===== src/rtl/mod_counter_ctrl.sv =====
// ============================================================================
//  Module   : mod_counter_ctrl
//  Brief    : Start/stop/pause sequencer for a programmable-modulus up-counter
//             with terminal-count strobe, wrap counting and run-length done.
//  Revision : 1.0  initial release
// ============================================================================
`default_nettype none

module mod_counter_ctrl #(
  parameter int W  = 4,
  parameter int CW = 8
) (
  input  logic          cllk,
  input  logic          reset,
  input  logic          start,
  input  logic          stop,
  input  logic          pause,
  input  logic [W-1:0]  mod_val,
  input  logic [CW-1:0] cycles,
  output logic [W-1:0]  count,
  output logic          tc,
  output logic [CW-1:0] wraps,
  output logic          busy,
  output logic          done,
  output logic          err
);

  localparam logic [W-1:0]  C_MIN_MOD  = W'(2);
  localparam logic [W-1:0]  C_CNT_ONE  = W'(1);
  localparam logic [CW-1:0] C_WRAP_ONE = CW'(1);

  typedef enum logic [1:0] {
    S_IDLE = 2'd0,
    S_RUN  = 2'd1,
    S_HOLD = 2'd2,
    S_DONE = 2'd3
  } state_t;

  state_t        r_state;
  logic [W-1:0]  r_count;
  logic [W-1:0]  r_mod;
  logic [CW-1:0] r_wraps;
  logic [CW-1:0] r_target;
  logic          r_tc;
  logic          r_done;
  logic          r_err;

  logic          w_last;
  logic [CW-1:0] w_wraps_next;

  assign w_last = (r_count == (r_mod - C_CNT_ONE));
  // Saturate so an unbounded run never rolls the wrap count back to zero.
  assign w_wraps_next = (r_wraps == '1) ? r_wraps : (r_wraps + C_WRAP_ONE);

  always_ff @(posedge cllk) begin
    if (reset) begin
      r_state  <= S_IDLE;
      r_count  <= '0;
      r_mod    <= '0;
      r_wraps  <= '0;
      r_target <= '0;
      r_tc     <= 1'b0;
      r_done   <= 1'b0;
      r_err    <= 1'b0;
    end else begin
      r_tc   <= 1'b0;
      r_done <= 1'b0;
      r_err  <= 1'b0;
      case (r_state)
        S_IDLE: begin
          if (start) begin
            if (mod_val >= C_MIN_MOD) begin
              r_mod    <= mod_val;
              r_target <= cycles;
              r_count  <= '0;
              r_wraps  <= '0;
              r_state  <= S_RUN;
            end else begin
              r_err <= 1'b1;
            end
          end
        end
        S_RUN: begin
          if (stop) begin
            r_state <= S_IDLE;
          end else if (pause) begin
            r_state <= S_HOLD;
          end else if (w_last) begin
            r_count <= '0;
            r_tc    <= 1'b1;
            r_wraps <= w_wraps_next;
            if ((r_target != '0) && (w_wraps_next == r_target)) begin
              r_state <= S_DONE;
            end
          end else begin
            r_count <= r_count + C_CNT_ONE;
          end
        end
        S_HOLD: begin
          if (stop) begin
            r_state <= S_IDLE;
          end else if (!pause) begin
            r_state <= S_RUN;
          end
        end
        S_DONE: begin
          r_done  <= 1'b1;
          r_state <= S_IDLE;
        end
        default: r_state <= S_IDLE;
      endcase
    end
  end

  assign count = r_count;
  assign wraps = r_wraps;
  assign tc    = r_tc;
  assign done  = r_done;
  assign err   = r_err;
  assign busy  = (r_state == S_RUN) || (r_state == S_HOLD);

endmodule

`default_nettype wire


===== config.mk =====
export PLATFORM = sky130hd
export DESIGN_NAME = mod_counter_ctrl
export DESIGN_NICKNAME = d
export VERILOG_FILES = /design/src/rtl/mod_counter_ctrl.sv
export SDC_FILE = /design/constraint.sdc
export NUM_CORES = 1
export LEC_CHECK = 0
export ABC_CLOCK_PERIOD_IN_PS = 2570
export CORE_UTILIZATION = 30
export DETAILED_ROUTE_END_ITERATION = 6
export PLACE_DENSITY_LB_ADDON = 0.08
export SLEW_MARGIN = 30
export SYNTH_ARGS = -nofsm -noshare
export SYNTH_HDL_FRONTEND = slang
export SYNTH_SLANG_ARGS = --single-unit

===== constraint.sdc =====
create_clock -name cllk -period 2.57 [get_ports cllk]
set_clock_uncertainty 0.1 [all_clocks]
set_input_delay 0.514 -clock cllk [delete_from_list [all_inputs] [get_ports cllk]]
set_output_delay 0.514 -clock cllk [all_outputs]
set_load 0.03 [all_outputs]

==> insert_results.sql, run 1 <==
INSERT INTO impl_metrics (metric_group, metric, value, unit) VALUES
('run_status', 'status', 'completed', ''),
('layout', 'n_antenna_cell', '0', ''),
('clocking', 'clkTransAtPathRegs', '0.06', 'ns'),
('worst_setup_path', 'critical_path.top_delay_family', 'buffers and inverters', ''),
('worst_setup_path', 'worst-setup-path-type', 'reg2out', ''),
('placement', 'placed_cell_area', '2230', 'sq um'),
('sta', 'slew-limit-headroom', '0.620', ''),
('floorplan', 'die_y', '78.4', 'um'),
('logic_synthesis', 'synth_enable_flop_cells', '0', ''),
('logic_synthesis', 'ys_seq_area_frac', '0.331', ''),
('clocking', 'clock_sink_count', '29', ''),
('placement', 'routabilityCongestion', '0.797', ''),
('detailed_routing', 'drt-vias-per-instance', '5.12', ''),
('logic_synthesis', 'synth_area_per_cell', '8.22', 'sq um'),
('layout', 'post_route_cells_drive_above_1_share', '0.125', ''),
('layout', 'num-nets-final', '281', ''),
('floorplan', 'fp.coreArea', '5570', 'sq um'),
('logic_synthesis', 'yosys.cell_types.count', '49', ''),
('sta', 'setup_tns', '0', 'ns'),
('logic_synthesis', 'mappedNetlistNets', '237', ''),
('detailed_routing', 'avg_wl_per_cell', '14.0', 'um'),
('worst_setup_path', 'worstPathMaxFanout', '5', ''),
('worst_setup_path', 'cp-start-kind', 'register', ''),
('clocking', 'number_of_buffers_between_clock_root_and_the_deepest_sink', '2', ''),
('logic_synthesis', 'syn-cell-area', '1750', 'sq um'),
('logic_synthesis', 'synth.ff_latch_count', '29', ''),
('detailed_routing', 'ant_nets', '0', ''),
('worst_setup_path', 'critical_path_arrival', '1.71', 'ns'),
('power_and_ir_drop', 'p_leak', '0.840', 'nW'),
('floorplan', 'initial_utilization', '0.314', ''),
('clocking', 'post_cts_hold_buffer_count', '0', ''),
('placement', 'placed_insts', '322', ''),
('power_and_ir_drop', 'power.density_cell_area', '527', 'nW/um^2'),
('worst_setup_path', 'crit_path_cell_trace', 'inv_1, ha_1, clkdlybuf4s50_1', ''),
('layout', 'fin_area', '2320', 'sq um'),
('worst_setup_path', 'reg2reg_setup_slack', '0.26', 'ns'),
('worst_setup_path', 'worst-endpoint-required', '1.96', 'ns'),
('detailed_routing', 'number_of_drc_violations_after_detailed_routing', '0', ''),
('clocking', 'ctsResizeCount', '0', ''),
('clocking', 'tritoncts.num_buffers', '5', ''),
('global_routing', 'grt_start_max_net_pins', '33', ''),
('sta', 'hold_violations', '0', ''),
('floorplan', 'die-area', '6150', 'sq um'),
('global_routing', 'grt_remaining_overflow', '0', ''),
('clocking', 'htreeDepth', '2', ''),
('clocking', 'cts_setup_buffers', '0', ''),
('sta', 'timing.fmax', '431', 'MHz'),
('flow_run', 'drv.max_cap_violation_count', '0', ''),
('detailed_routing', 'via_count', '1684', ''),
('clocking', 'clock_tree_from_tritoncts', 'yes', ''),
('hold_path', 'min-delay-path-class', 'reg2reg', ''),
('sta', 'min_period', '2.32', 'ns'),
('sta', 'slew_viol_final', '0', ''),
('logic_synthesis', 'yosysWarningCount', '0', ''),
('layout', 'syn2layout_area_growth', '32.4', '%'),
('logic_synthesis', 'postSynthCellCount', '213', ''),
('global_routing', 'first_pass_grt_wire_length', '7870', 'um'),
('sta', 'worst_slew_pin_slew', '0.568', 'ns'),
('detailed_routing', 'wirelength', '4590', 'um'),
('floorplan', 'num_rows', '27', ''),
('worst_setup_path', 'critical_path.n_buffers_inverters', '2', ''),
('logic_synthesis', 'async_reset_ff_frac', '0', ''),
('clocking', 'cts_root_buf', 'sky130_fd_sc_hd__clkbuf_8', ''),
('global_routing', 'number_of_antenna_violations_at_the_first_check_in_global_routing', '0', ''),
('sta', 'finalSetupViolations', '0', ''),
('worst_setup_path', 'cp_slowest_stage_delay', '0.66', 'ns'),
('global_routing', 'gr-usage-all-layers', '0.164', ''),
('layout', 'finish.cell_count_without_fillers', '329', ''),
('power_and_ir_drop', 'worst_ir_drop_vdd', '370', 'uV'),
('sta', 'finalCritPeriodShare', '0.904', ''),
('placement', 'hpwl', '3400', 'um'),
('worst_setup_path', 'critical_path.endpoint_type', 'output pin', ''),
('floorplan', 'io-pin-count', '33', ''),
('placement', 'portBuffers', '32', ''),
('sta', 'rsz_0062_raised_after_global_routing', 'false', ''),
('detailed_routing', 'detail_route.first_pass.iterations', '4', ''),
('floorplan', 'die_w', '78.4', 'um'),
('detailed_routing', 'drt_first_iter_violations', '97', ''),
('worst_setup_path', 'crit_slowest_cell', 'sky130_fd_sc_hd__clkdlybuf4s50_1', ''),
('clocking', 'worst_skew_pair.late_latency', '0.28', 'ns'),
('logic_synthesis', 'synth_flop_cell', 'sky130_fd_sc_hd__dfxtp_1', ''),
('global_routing', 'via_count_of_the_first_global_routing_pass', '1644', '');
[cells in the mapped netlist, drive strengths merged (5+ instances only)]
library cell,n,area [sq um]
clkbuf,8,30.0
buf,5,33.8
nand4,6,37.5
nand2,28,105
a211oi,6,50.1
xnor2,7,61.3
xor2,7,61.3
dfxtp,29,581
a21oi,16,95.1
nand3,6,30.0
nand2b,6,37.5
inv,7,26.3
nor2,9,33.8
ha,7,87.6
nor3,11,55.1
[cell usage in the layout (no fill, tap or decap), types with 7 or more instances in the layout]
cell and count:
sky130_fd_sc_hd__nor2_1 9, sky130_fd_sc_hd__clkdlybuf4s50_1 32, sky130_fd_sc_hd__ha_1 7, sky130_fd_sc_hd__buf_4 18, sky130_fd_sc_hd__nand2_1 28, sky130_fd_sc_hd__nor3_1 11
sky130_fd_sc_hd__a21oi_1 14, sky130_fd_sc_hd__dfxtp_1 29, sky130_fd_sc_hd__xor2_1 7, sky130_fd_sc_hd__xnor2_1 7
[per-layer routing]
layer / up-vias / track usage / wire (um)
li1: 868 / - / -
met1: 781 / 0.217 / 2120
met2: 31 / 0.267 / 2220
met3: 4 / 0.0314 / 208
met4: 0 / 0.0556 / 44
met5: - / 0 / 0
[flip-flops by register name, summed over array words and instances, names as in the netlist]
register	cells
count	4
done	1
err	1
wraps	8
tc	1
r_target	8
r_state	2
r_mod	4
[where the power goes]
part / total [mW] / switching (mW) / internal (mW)
logic: 0.334 / 0.176 / 0.159
registers: 0.506 / 0.0310 / 0.475
clock network: 0.381 / 0.169 / 0.212
total: 1.22 / 0.376 / 0.846
[per-stage QoR]
stage	hold slack (ns)	utilization	power (mW)	setup WS [ns]
floorplan	0.349	-	0.737	0.350
global placement	0.372	0.401	0.855	0.0530
detailed placement	0.372	0.401	0.853	0.0793
CTS	0.381	0.416	1.24	0.222
global route	0.415	0.416	1.30	0.131
finish	0.378	0.416	1.22	0.248
[worst min-delay path, stage by stage (launching register included)]
cell and delay, ns:
sky130_fd_sc_hd__dfxtp_1 0.32, sky130_fd_sc_hd__nand2_1 0.06, sky130_fd_sc_hd__a21oi_1 0.06
[cells by family (layout without fill, tap and decap cells)]
kind of cell             count (synthesis)  count (layout)  share of synthesized area
AO/OA/AOI/OAI                           54              54                      0.231
XOR/XNOR                                14              14                     0.0700
buffers and inverters                   20              64                     0.0514
adder cells (fa/ha/maj)                  7               7                     0.0500
AND/OR/NAND/NOR                         88              88                      0.260
multiplexers                             1               1                    0.00571
flip-flops                              29              29                      0.331
[area by class of cell]
class	instances	area, sq um
fillers	584	3250
multi-input cells	164	1080
inverters	7	26.3
well taps	72	90.1
repair buffers	50	455
clock buffers	7	86.3
flip-flops and latches	29	581
[final timing paths]
kind                   start          to  cells after the start
hold reg to reg     r_mod[1]    r_mod[1]                      2
hold / removal      r_mod[1]    r_mod[1]                      2
setup reg to reg    wraps[3]  r_state[1]                      6
setup / recovery  r_state[1]        busy                      3
Power figures use the tool's default switching activity.
==> run 2: changes to the inputs <==
--- a/config.mk
+++ b/config.mk
@@ -8,6 +8,7 @@
 export ABC_CLOCK_PERIOD_IN_PS = 2570
 export CORE_UTILIZATION = 30
 export DETAILED_ROUTE_END_ITERATION = 6
+export DONT_BUFFER_PORTS = 1
 export PLACE_DENSITY_LB_ADDON = 0.08
 export SLEW_MARGIN = 30
 export SYNTH_ARGS = -nofsm -noshare
==> run 2 against run 1 <==
Effect of this change: wire length grew 2.9%; total power shrank 4.6%; combinational power fell by 9.6%; register-to-register slack improved by 0.05 ns; sequential share of layout area is 3.8 points higher; global-route usage decreased by 0.13 points; critical endpoint is now wraps[3]; largest cell class unchanged; highest routed layer unchanged.
==> insert_results.sql, run 2 (synthesized netlist as in run 1, its figures left out) <==
INSERT INTO impl_metrics (metric_group, metric, value, unit) VALUES
('run_status', 'status', 'completed', ''),
('sta', 'hold_violations', '0', ''),
('worst_setup_path', 'critical_path.top_delay_family', 'compound AO/OA/AOI/OAI gates', ''),
('floorplan', 'die_w', '78.4', 'um'),
('detailed_routing', 'number_of_drc_violations_after_detailed_routing', '0', ''),
('floorplan', 'die-area', '6150', 'sq um'),
('global_routing', 'met2_usage', '0.290', ''),
('global_routing', 'grt_start_max_net_pins', '33', ''),
('sta', 'slew_viol_final', '0', ''),
('floorplan', 'initial_utilization', '0.314', ''),
('clocking', 'number_of_buffers_between_clock_root_and_the_deepest_sink', '2', ''),
('layout', 'layout_commonest_cell', 'sky130_fd_sc_hd__dfxtp_1', ''),
('global_routing', 'via_count_of_the_first_global_routing_pass', '1663', ''),
('power_and_ir_drop', 'design_power_total', '1.17', 'mW'),
('layout', 'syn2layout_area_growth', '14.9', '%'),
('worst_setup_path', 'critical_path_arrival', '2.35', 'ns'),
('sta', 'min_period', '2.26', 'ns'),
('floorplan', 'io-pin-count', '33', ''),
('flow_run', 'drv.max_cap_violation_count', '0', ''),
('worst_setup_path', 'reg2reg_setup_slack', '0.31', 'ns'),
('clocking', 'worst_skew_pair.late_latency', '0.28', 'ns'),
('global_routing', 'grt_remaining_overflow', '0', ''),
('worst_setup_path', 'cp-start-kind', 'register', ''),
('floorplan', 'num_rows', '27', ''),
('floorplan', 'fp.coreArea', '5570', 'sq um'),
('hold_path', 'min-delay-path-class', 'in2reg', ''),
('detailed_routing', 'drt-vias-per-instance', '5.56', ''),
('worst_setup_path', 'cp_slowest_stage_delay', '0.43', 'ns'),
('worst_setup_path', 'worst-setup-path-type', 'reg2reg', ''),
('worst_setup_path', 'crit_path_cell_trace', 'inv_1, ha_1, inv_2, or3_4, a21oi_4, a21boi_4, buf_12, a41oi_1, a211oi_1', ''),
('power_and_ir_drop', 'worst_ir_drop_vdd', '246', 'uV'),
('clocking', 'clock_tree_from_tritoncts', 'yes', ''),
('layout', 'n_antenna_cell', '0', ''),
('global_routing', 'number_of_antenna_violations_at_the_first_check_in_global_routing', '0', ''),
('sta', 'finalWorstSetupSlack', '0.311', 'ns'),
('global_routing', 'gr-usage-all-layers', '0.163', ''),
('hold_path', 'min_delay_path_depth', '1', ''),
('worst_setup_path', 'worst_r2r_path_depth', '9', ''),
('detailed_routing', 'ant_nets', '0', ''),
('detailed_routing', 'detail_route.first_pass.iterations', '4', ''),
('hold_path', 'worst_hold_path.endpoint', 'wraps[4]', ''),
('power_and_ir_drop', 'power.density_cell_area', '579', 'nW/um^2'),
('global_routing', 'grt_most_used_layer', 'met2', ''),
('sta', 'finalSetupViolations', '0', ''),
('sta', 'timing.fmax', '443', 'MHz'),
('placement', 'portBuffers', '0', ''),
('placement', 'placed_cell_area', '1900', 'sq um'),
('global_routing', 'grtUsageMet3', '0.0442', ''),
('clocking', 'clkTransAtPathRegs', '0.06', 'ns'),
('placement', 'routabilityCongestion', '0.786', ''),
('hold_path', 'timing.hold.worst.start', 'reset', ''),
('layout', 'fin_area', '2010', 'sq um'),
('detailed_routing', 'avg_wl_per_cell', '15.8', 'um'),
('global_routing', 'grt.met1_usage', '0.183', ''),
('worst_setup_path', 'worst-endpoint-required', '2.66', 'ns'),
('detailed_routing', 'via_count', '1663', ''),
('layout', 'post_route_cells_drive_above_1_share', '0.141', ''),
('sta', 'finalCritPeriodShare', '0.879', ''),
('power_and_ir_drop', 'p_leak', '0.732', 'nW'),
('clocking', 'tritoncts.num_buffers', '5', ''),
('clocking', 'ctsResizeCount', '0', ''),
('worst_setup_path', 'worstReg2RegStart', 'r_state[1]', ''),
('clocking', 'cts_root_buf', 'sky130_fd_sc_hd__clkbuf_8', ''),
('worst_setup_path', 'critical_path.endpoint_type', 'register', ''),
('sta', 'rsz_0062_raised_after_global_routing', 'false', ''),
('sta', 'slew-limit-headroom', '0.575', ''),
('clocking', 'clock_sink_count', '29', ''),
('worst_setup_path', 'crit_slowest_cell', 'sky130_fd_sc_hd__or3_4', ''),
('floorplan', 'die_y', '78.4', 'um'),
('sta', 'setup_tns', '0', 'ns'),
('placement', 'place_worst_setup_slack', '0.164', 'ns'),
('sta', 'hold_ws', '0.196', 'ns'),
('layout', 'num-nets-final', '250', ''),
('clocking', 'htreeDepth', '2', ''),
('global_routing', 'first_pass_grt_wire_length', '7870', 'um'),
('sta', 'worst_slew_pin_slew', '0.636', 'ns'),
('layout', 'layout_common_cells', 'sky130_fd_sc_hd__dfxtp_1 (29), sky130_fd_sc_hd__nand2_1 (28), sky130_fd_sc_hd__buf_4 (18)', ''),
('worst_setup_path', 'regToRegEndpoint', 'wraps[3]', ''),
('detailed_routing', 'wirelength', '4720', 'um'),
('detailed_routing', 'drt_first_iter_violations', '124', ''),
('worst_setup_path', 'worstPathMaxFanout', '13', ''),
('placement', 'hpwl', '3410', 'um'),
('worst_setup_path', 'critical_path.n_buffers_inverters', '3', '');
[run 2: layout make-up]
class / count / area, sq um
sequential: 29 / 581
inverter: 7 / 26.3
fill: 603 / 3560
clock buffer: 8 / 80.1
tap: 72 / 90.1
multi-input combinational: 164 / 1080
timing repair buffer: 19 / 155
[run 2: how the worst max path moves through the flow]
stage                            end  slack (ns)  cells after the start  startpoint
after detailed placement    wraps[6]        0.16                      8  r_state[1]
after global placement      wraps[6]        0.26                      8  r_state[1]
after CTS                   wraps[3]        0.14                      8  r_state[1]
after global routing      r_state[1]        0.17                      8    r_mod[0]
after floorplan           r_state[1]        0.35                      8    wraps[0]
final                       wraps[3]        0.31                      9  r_state[1]
[run 2: per-layer routing]
layer	routed length (um)	up-vias
li1	-	811
met1	1900	775
met2	2460	64
met3	268	13
met4	99	0
met5	0	-
[run 2: metrics by stage]
| stage | utilization | instances |
|---|---|---|
| after floorplan | - | 213 |
| after global placement | 0.341 | 288 |
| final | 0.361 | 299 |
| after global routing | 0.361 | 299 |
| after CTS | 0.355 | 296 |
| after detailed placement | 0.341 | 288 |
[run 2: where the power goes]
group	total, mW	internal, mW	switching (mW)
registers	0.503	0.475	0.0279
logic	0.302	0.132	0.171
clock network	0.360	0.192	0.168
total	1.17	0.799	0.366
[run 2: worst reg2reg max path: stages, from the launching register on]
cell and delay [ns]:
sky130_fd_sc_hd__dfxtp_1 0.35, sky130_fd_sc_hd__inv_1 0.09, sky130_fd_sc_hd__ha_1 0.17, sky130_fd_sc_hd__inv_2 0.07, sky130_fd_sc_hd__or3_4 0.43, sky130_fd_sc_hd__a21oi_4 0.23, sky130_fd_sc_hd__a21boi_4 0.23, sky130_fd_sc_hd__buf_12 0.15
sky130_fd_sc_hd__a41oi_1 0.12, sky130_fd_sc_hd__a211oi_1 0.23
[run 2: what timing repair did]
item,CTS,global route
hold buffers,0,0
setup endpoints to repair,0,3
buffers inserted,0,3
==> run 3: changes to the inputs <==
--- a/config.mk
+++ b/config.mk
@@ -6,9 +6,11 @@
 export NUM_CORES = 1
 export LEC_CHECK = 0
 export ABC_CLOCK_PERIOD_IN_PS = 2570
+export CAP_MARGIN = 20
 export CORE_UTILIZATION = 30
 export DETAILED_ROUTE_END_ITERATION = 6
 export DONT_BUFFER_PORTS = 1
+export HOLD_SLACK_MARGIN = 0.1
 export PLACE_DENSITY_LB_ADDON = 0.08
 export SLEW_MARGIN = 30
 export SYNTH_ARGS = -nofsm -noshare
==> results of run 3 <==
Same layout as run 2: the final DEF is identical, and so are final timing and power.
